File: src/rtl/rf_write_arbiter_if.sv
// Writeback bundle between the core/accelerator producers, decode and the register-file write port.
// The slave modport is the arbiter side; the master modport is the producer/consumer side.
interface rf_write_arbiter_if #(
  parameter int unsigned DATA_W = 32
);
  logic              core_wb_en;
  logic [4:0]        core_rd;
  logic [DATA_W-1:0] core_data;
  logic              acc_valid;
  logic              acc_ready;
  logic [4:0]        acc_rd;
  logic [DATA_W-1:0] acc_data;
  logic              acc_issue_en;
  logic [4:0]        acc_issue_rd;
  logic [4:0]        rs1;
  logic [4:0]        rs2;
  logic              stall_rs1;
  logic              stall_rs2;
  logic              write_reg;
  logic [4:0]        rd;
  logic [DATA_W-1:0] data_in;

  modport slave (
    input  core_wb_en, core_rd, core_data,
    input  acc_valid, acc_rd, acc_data,
    input  acc_issue_en, acc_issue_rd,
    input  rs1, rs2,
    output acc_ready, stall_rs1, stall_rs2,
    output write_reg, rd, data_in
  );

  modport master (
    output core_wb_en, core_rd, core_data,
    output acc_valid, acc_rd, acc_data,
    output acc_issue_en, acc_issue_rd,
    output rs1, rs2,
    input  acc_ready, stall_rs1, stall_rs2,
    input  write_reg, rd, data_in
  );
endinterface

File: src/rtl/rf_write_arbiter.sv
// Merges core and accelerator writebacks onto the register file's single write port, with a
// result FIFO and a pending scoreboard. Define RF_WB_FIFO_BYPASS_EN for empty-FIFO bypass.
module rf_write_arbiter #(
  parameter int unsigned FIFO_DEPTH = 4,
  parameter int unsigned DATA_W     = 32
) (
  input logic               clk,
  input logic               reset,
  rf_write_arbiter_if.slave wb
);

  localparam int unsigned PtrW = (FIFO_DEPTH > 1) ? $clog2(FIFO_DEPTH) : 1;
  localparam int unsigned CntW = $clog2(FIFO_DEPTH + 1);

  typedef struct packed {
    logic [4:0]        rd;
    logic [DATA_W-1:0] data;
  } entry_t;

  entry_t            fifo_q [FIFO_DEPTH];
  logic [PtrW-1:0]   wr_ptr_q, rd_ptr_q;
  logic [CntW-1:0]   count_q, count_d;
  logic              ready_q;
  logic [31:0]       pending_q, pending_d;
  logic              write_reg_q;
  logic [4:0]        rd_q;
  logic [DATA_W-1:0] data_q;

  logic              empty, accept, push, pop;
  logic              sel_valid, sel_acc;
  logic [4:0]        sel_rd;
  logic [DATA_W-1:0] sel_data;

  assign empty  = (count_q == '0);
  // ready_q is a registered copy of !full, so acceptance never depends combinationally on valid.
  assign accept = wb.acc_valid && ready_q;

  // Core wins; the FIFO head drains only on core-idle cycles.
  always_comb begin
    push      = accept;
    pop       = 1'b0;
    sel_valid = 1'b0;
    sel_acc   = 1'b0;
    sel_rd    = '0;
    sel_data  = '0;
    if (wb.core_wb_en) begin
      sel_valid = 1'b1;
      sel_rd    = wb.core_rd;
      sel_data  = wb.core_data;
    end else if (!empty) begin
      pop       = 1'b1;
      sel_valid = 1'b1;
      sel_acc   = 1'b1;
      sel_rd    = fifo_q[rd_ptr_q].rd;
      sel_data  = fifo_q[rd_ptr_q].data;
    end
`ifdef RF_WB_FIFO_BYPASS_EN
    else if (accept) begin
      push      = 1'b0;
      sel_valid = 1'b1;
      sel_acc   = 1'b1;
      sel_rd    = wb.acc_rd;
      sel_data  = wb.acc_data;
    end
`endif
    count_d = count_q + CntW'(push) - CntW'(pop);
  end

  // Clear before set so an issue colliding with a retiring write keeps the bit.
  always_comb begin
    pending_d = pending_q;
    if (sel_acc) begin
      pending_d[sel_rd] = 1'b0;
    end
    if (wb.acc_issue_en) begin
      pending_d[wb.acc_issue_rd] = 1'b1;
    end
    pending_d[0] = 1'b0;
  end

  always_ff @(posedge clk) begin
    if (push) begin
      fifo_q[wr_ptr_q] <= '{rd: wb.acc_rd, data: wb.acc_data};
    end
  end

  always_ff @(posedge clk) begin
    if (reset) begin
      wr_ptr_q    <= '0;
      rd_ptr_q    <= '0;
      count_q     <= '0;
      ready_q     <= 1'b0;
      pending_q   <= '0;
      write_reg_q <= 1'b0;
      rd_q        <= '0;
      data_q      <= '0;
    end else begin
      if (push) begin
        wr_ptr_q <= wr_ptr_q + PtrW'(1);
      end
      if (pop) begin
        rd_ptr_q <= rd_ptr_q + PtrW'(1);
      end
      count_q     <= count_d;
      ready_q     <= (count_d != CntW'(FIFO_DEPTH));
      pending_q   <= pending_d;
      write_reg_q <= sel_valid && (sel_rd != '0);
      if (sel_valid) begin
        rd_q   <= sel_rd;
        data_q <= sel_data;
      end
    end
  end

  assign wb.acc_ready = ready_q;
  assign wb.write_reg = write_reg_q;
  assign wb.rd        = rd_q;
  assign wb.data_in   = data_q;
  assign wb.stall_rs1 = pending_q[wb.rs1];
  assign wb.stall_rs2 = pending_q[wb.rs2];

endmodule

File: src/flat_wrapper.sv
// flat-port wrapper written by rule: the top's interface ports become plain ports
module rf_write_arbiter_flat 
#(
  parameter int unsigned FIFO_DEPTH = 4,
  parameter int unsigned DATA_W     = 32
)
  (clk, reset, wb_core_wb_en, wb_core_rd, wb_core_data, wb_acc_valid, wb_acc_rd, wb_acc_data, wb_acc_issue_en, wb_acc_issue_rd, wb_rs1, wb_rs2, wb_acc_ready, wb_stall_rs1, wb_stall_rs2, wb_write_reg, wb_rd, wb_data_in);
  rf_write_arbiter_if #(.DATA_W(DATA_W)) wb_i ();
  input logic clk;
  input logic reset;
  input wire logic [$bits(wb_i.core_wb_en)-1:0] wb_core_wb_en;
  input wire logic [$bits(wb_i.core_rd)-1:0] wb_core_rd;
  input wire logic [$bits(wb_i.core_data)-1:0] wb_core_data;
  input wire logic [$bits(wb_i.acc_valid)-1:0] wb_acc_valid;
  input wire logic [$bits(wb_i.acc_rd)-1:0] wb_acc_rd;
  input wire logic [$bits(wb_i.acc_data)-1:0] wb_acc_data;
  input wire logic [$bits(wb_i.acc_issue_en)-1:0] wb_acc_issue_en;
  input wire logic [$bits(wb_i.acc_issue_rd)-1:0] wb_acc_issue_rd;
  input wire logic [$bits(wb_i.rs1)-1:0] wb_rs1;
  input wire logic [$bits(wb_i.rs2)-1:0] wb_rs2;
  output wire logic [$bits(wb_i.acc_ready)-1:0] wb_acc_ready;
  output wire logic [$bits(wb_i.stall_rs1)-1:0] wb_stall_rs1;
  output wire logic [$bits(wb_i.stall_rs2)-1:0] wb_stall_rs2;
  output wire logic [$bits(wb_i.write_reg)-1:0] wb_write_reg;
  output wire logic [$bits(wb_i.rd)-1:0] wb_rd;
  output wire logic [$bits(wb_i.data_in)-1:0] wb_data_in;
  assign wb_i.core_wb_en = wb_core_wb_en;
  assign wb_i.core_rd = wb_core_rd;
  assign wb_i.core_data = wb_core_data;
  assign wb_i.acc_valid = wb_acc_valid;
  assign wb_i.acc_rd = wb_acc_rd;
  assign wb_i.acc_data = wb_acc_data;
  assign wb_i.acc_issue_en = wb_acc_issue_en;
  assign wb_i.acc_issue_rd = wb_acc_issue_rd;
  assign wb_i.rs1 = wb_rs1;
  assign wb_i.rs2 = wb_rs2;
  assign wb_acc_ready = wb_i.acc_ready;
  assign wb_stall_rs1 = wb_i.stall_rs1;
  assign wb_stall_rs2 = wb_i.stall_rs2;
  assign wb_write_reg = wb_i.write_reg;
  assign wb_rd = wb_i.rd;
  assign wb_data_in = wb_i.data_in;
  rf_write_arbiter #(.FIFO_DEPTH(FIFO_DEPTH), .DATA_W(DATA_W)) u_core (.clk(clk), .reset(reset), .wb(wb_i));
endmodule
File: config.mk
export PLATFORM = sky130hd
export DESIGN_NAME = rf_write_arbiter_flat
export DESIGN_NICKNAME = d
export VERILOG_FILES = /design/src/rtl/rf_write_arbiter_if.sv /design/src/rtl/rf_write_arbiter.sv /design/src/flat_wrapper.sv
export SDC_FILE = /design/constraint.sdc
export NUM_CORES = 1
export LEC_CHECK = 0
export CAP_MARGIN = 15
export CORE_MARGIN = 4
export CORE_UTILIZATION = 45
export CTS_BUF_LIST = sky130_fd_sc_hd__clkbuf_4
export DETAILED_ROUTE_END_ITERATION = 10
export PLACE_DENSITY = 0.7
export SYNTH_ARGS = -nofsm -noshare
export SYNTH_HDL_FRONTEND = slang
export SYNTH_SLANG_ARGS = --single-unit
File: constraint.sdc
create_clock -name clk -period 2.35 [get_ports clk]
set_input_delay 0.47 -clock clk [delete_from_list [all_inputs] [get_ports clk]]
set_output_delay 0.47 -clock clk [all_outputs]
set_load 0.05 [all_outputs]
==> results_dict.tcl <==
set metrics [dict create \
    fin_worst_skew_ns 0.02597 \
    synth_compound_area_share_pct 7.029 \
    maxCapViolations 0 \
    antenna_found_initial 4 \
    synthAdderAreaFrac_pct 0.9966 \
    clock_latency_ns 0.66 \
    synth_area_leaders "edfxtp_1 47%, dfxtp_1 17%, mux4_2 13%, nor2_1 5.0%, a311oi_1 3.7%" \
    synth.distinct_cells 43 \
    synth_xor_area_share_pct 0.4590 \
    grt_overflow 0 \
    area_growth_pct 28.76 \
    dp_hpwl_um 14980 \
    synth_flop_cell "edfxtp_1" \
    regArea_um2 6038 \
    cts.sinks 227 \
    hold_ws_ns 0.2178 \
    grt_pass1_vias 6840 \
    pre_cts_slack_ns -0.6808 \
    largest_register_ffs 148 \
    holdBufCountCts 0 \
    max_slew.worst_pin.slew_ns 0.5281 \
    cts_buffer_depth 3 \
    drc 0 \
    postSynthCellCount 700 \
    drt-initial-drc-count 328 \
    finalPower_mw 11.63 \
    port_buffers 134 \
    crit_top_cell "mux4_2" \
    synthSimpleGateAreaFrac_pct 11.59 \
    yosys-mux-area-fraction_pct 14.18 \
    worstHoldPathType "in -> reg" \
    synth_common_cells "148 x edfxtp_1, 127 x nor2_1, 84 x nand2_1" \
    grtUsageTotal_pct 18.98 \
    async_reset_ff_share_pct 0 \
    path_max_fanout 4 \
    slowest_stage "mux4_2" \
    synth_warnings 0 \
    multiInputGateArea_um2 3293 \
    final-max-slew-violation-count 0 \
    crit_arrival_ns 2.40 \
    die_h_um 153.6 \
    fillers 1704 \
    rows 53 \
    synth_top_family_by_area "multiplexers" \
    root_buffer "clkbuf_4" \
    slew_headroom_pct 64.80 \
    rrSetupSlack_ns 0.19 \
    cp_cell_sequence "dlygate4sd2_1 > bufbuf_16 > mux4_2 > mux4_2 > mux2_4 > buf_6" \
    seq_area_frac_synth_pct 63.15 \
    yosysTopAreaCell "edfxtp_1" \
    max_freq_mhz 348.4 \
    finalHoldViolCount 0 \
    drt_pass1_iterations 5 \
    clk_pin_slew_ns 0.07 \
    start_util_pct 45.53 \
    path_delay_family "multiplexers" \
    io_pins 135 \
    yosysMostFrequentCell "edfxtp_1" \
    period_minus_slack_ns 2.870 \
    routed_wl_um 22470 \
    cts_tree "built" \
    crit_path_start_kind "primary input" \
    h-tree-depth 2 \
    finalSetupViolCount 2 \
    avgSynthCellArea_um2 13.63 \
    nets 988 \
    vias 6579 \
    synth_area_um2 9542 \
    critPathRequiredTime_ns 1.88 \
    setup_slack_ns -0.5202 \
    core_area_um2 20960 \
    drive_above_1_share_pct 23.34 \
    gp_congestion 0.8437 \
    tns_ns -1.017 \
    routed_via_density 5.437 \
    grt_first_pass_wirelength_um 35910 \
    p_leak_nw 4.443 \
    critical_path_class "in -> out" \
    synth_top_area_share_pct 46.58 \
    p_per_area_nw_per_um2 946.8 \
    synth_edf_count 148 \
    post_cts_buffers 0 \
    postRouteAntennaNets 0 \
    die_area_um2 23600 \
    syn_nets 801 \
    setup.worst_path.end_class "output pin" \
    failed_checks "negative setup slack" \
    cpPeakStageDelay_ns 0.48 \
    synth_seq_cells 227 \
    peakVddDrop_v 0.0004864 \
    crit_buf_inv 3 \
    grt_max_degree 50 \
    wl_per_cell_um 18.57 \
    die_w_um 153.6 \
    rsz0062_at_grt "yes" \
    cts_buffers 58 \
    fin_crit_sh_pct 122.1 \
    regMostFlops "u_core.fifo_q" \
    run_status "finished with violations" \
]
what timing repair did:
action	in CTS	in global routing
gates resized for setup	10	23
endpoints found under the setup margin	7	18
cloned	2	0
worst paths after layout:
check	start	endpoint	depth (start not counted)
setup / recovery	wb_rs2[0]	wb_stall_rs2	6
hold / removal	reset	u_core.wr_ptr_q[0]	2
setup reg to reg	u_core.count_q[1]	u_core.wb.acc_ready	10
hold reg to reg	u_core.wb.data_in[22]	u_core.wb.data_in[22]	2
kinds of logic after synthesis:
logic type	count (synthesis)
multiplexers	62
buffers and inverters	55
AO/OA/AOI/OAI	86
flip-flops	227
adder cells (fa/ha/maj)	7
AND/OR/NAND/NOR	258
XOR/XNOR	5
where the power goes:
group / leakage, nW / switching, mW / internal [mW]
combinational: 1.99 / 1.99 / 1.39
clock: 0.458 / 1.55 / 1.84
sequential: 2.00 / 0.200 / 4.67
total: 4.44 / 3.74 / 7.90
final cells by class:
class,count,share of cell area (%)
antenna,1,0.02037
clock buffer,89,5.438
clock inverter,18,0.8555
inverter,9,0.2750
multi-input combinational,418,26.81
sequential,227,49.15
tap,275,2.801
timing repair buffer,173,14.66
layer usage:
layer  share of wire, %  wire (um)  global-route usage [%]
met4                1.5        334                   6.013
met1                 42       9387                   24.49
met3                8.4       1882                   5.939
met5               0.24         53                       0
met2                 48      10810                   30.94
per-stage QoR:
| stage | cells | cell area (um^2) | util, % |
|---|---|---|---|
| detailed placement | 1100 | 11400 | 54.38 |
| floorplan | 700 | 9573 | - |
| CTS | 1209 | 12230 | 58.38 |
| global placement | 1100 | 11400 | 54.38 |
| global route | 1210 | 12290 | 58.63 |
| finish | 1210 | 12290 | 58.63 |
cell usage in the layout (no fill, tap or decap), drive strengths merged, types with 2 or more instances in the layout:
master,count
or4,4
mux2,2
a311oi,40
mux2i,2
or3,3
or4b,3
clkbuf,89
nand3,5
bufbuf,2
and3,5
nand2,84
mux4,58
nand3b,5
ha,6
nand2b,9
xnor2,4
nor2b,2
o32ai,3
clkinv,16
or3b,4
edfxtp,148
nor3,5
dlymetal6s2s,16
a21oi,8
clkdlybuf4s50,108
o21ai,3
o22ai,5
a211oi,25
buf,40
dfxtp,79
nor2,127
dlygate4sd2,7
inv,10
Power figures use the tool's default switching activity.
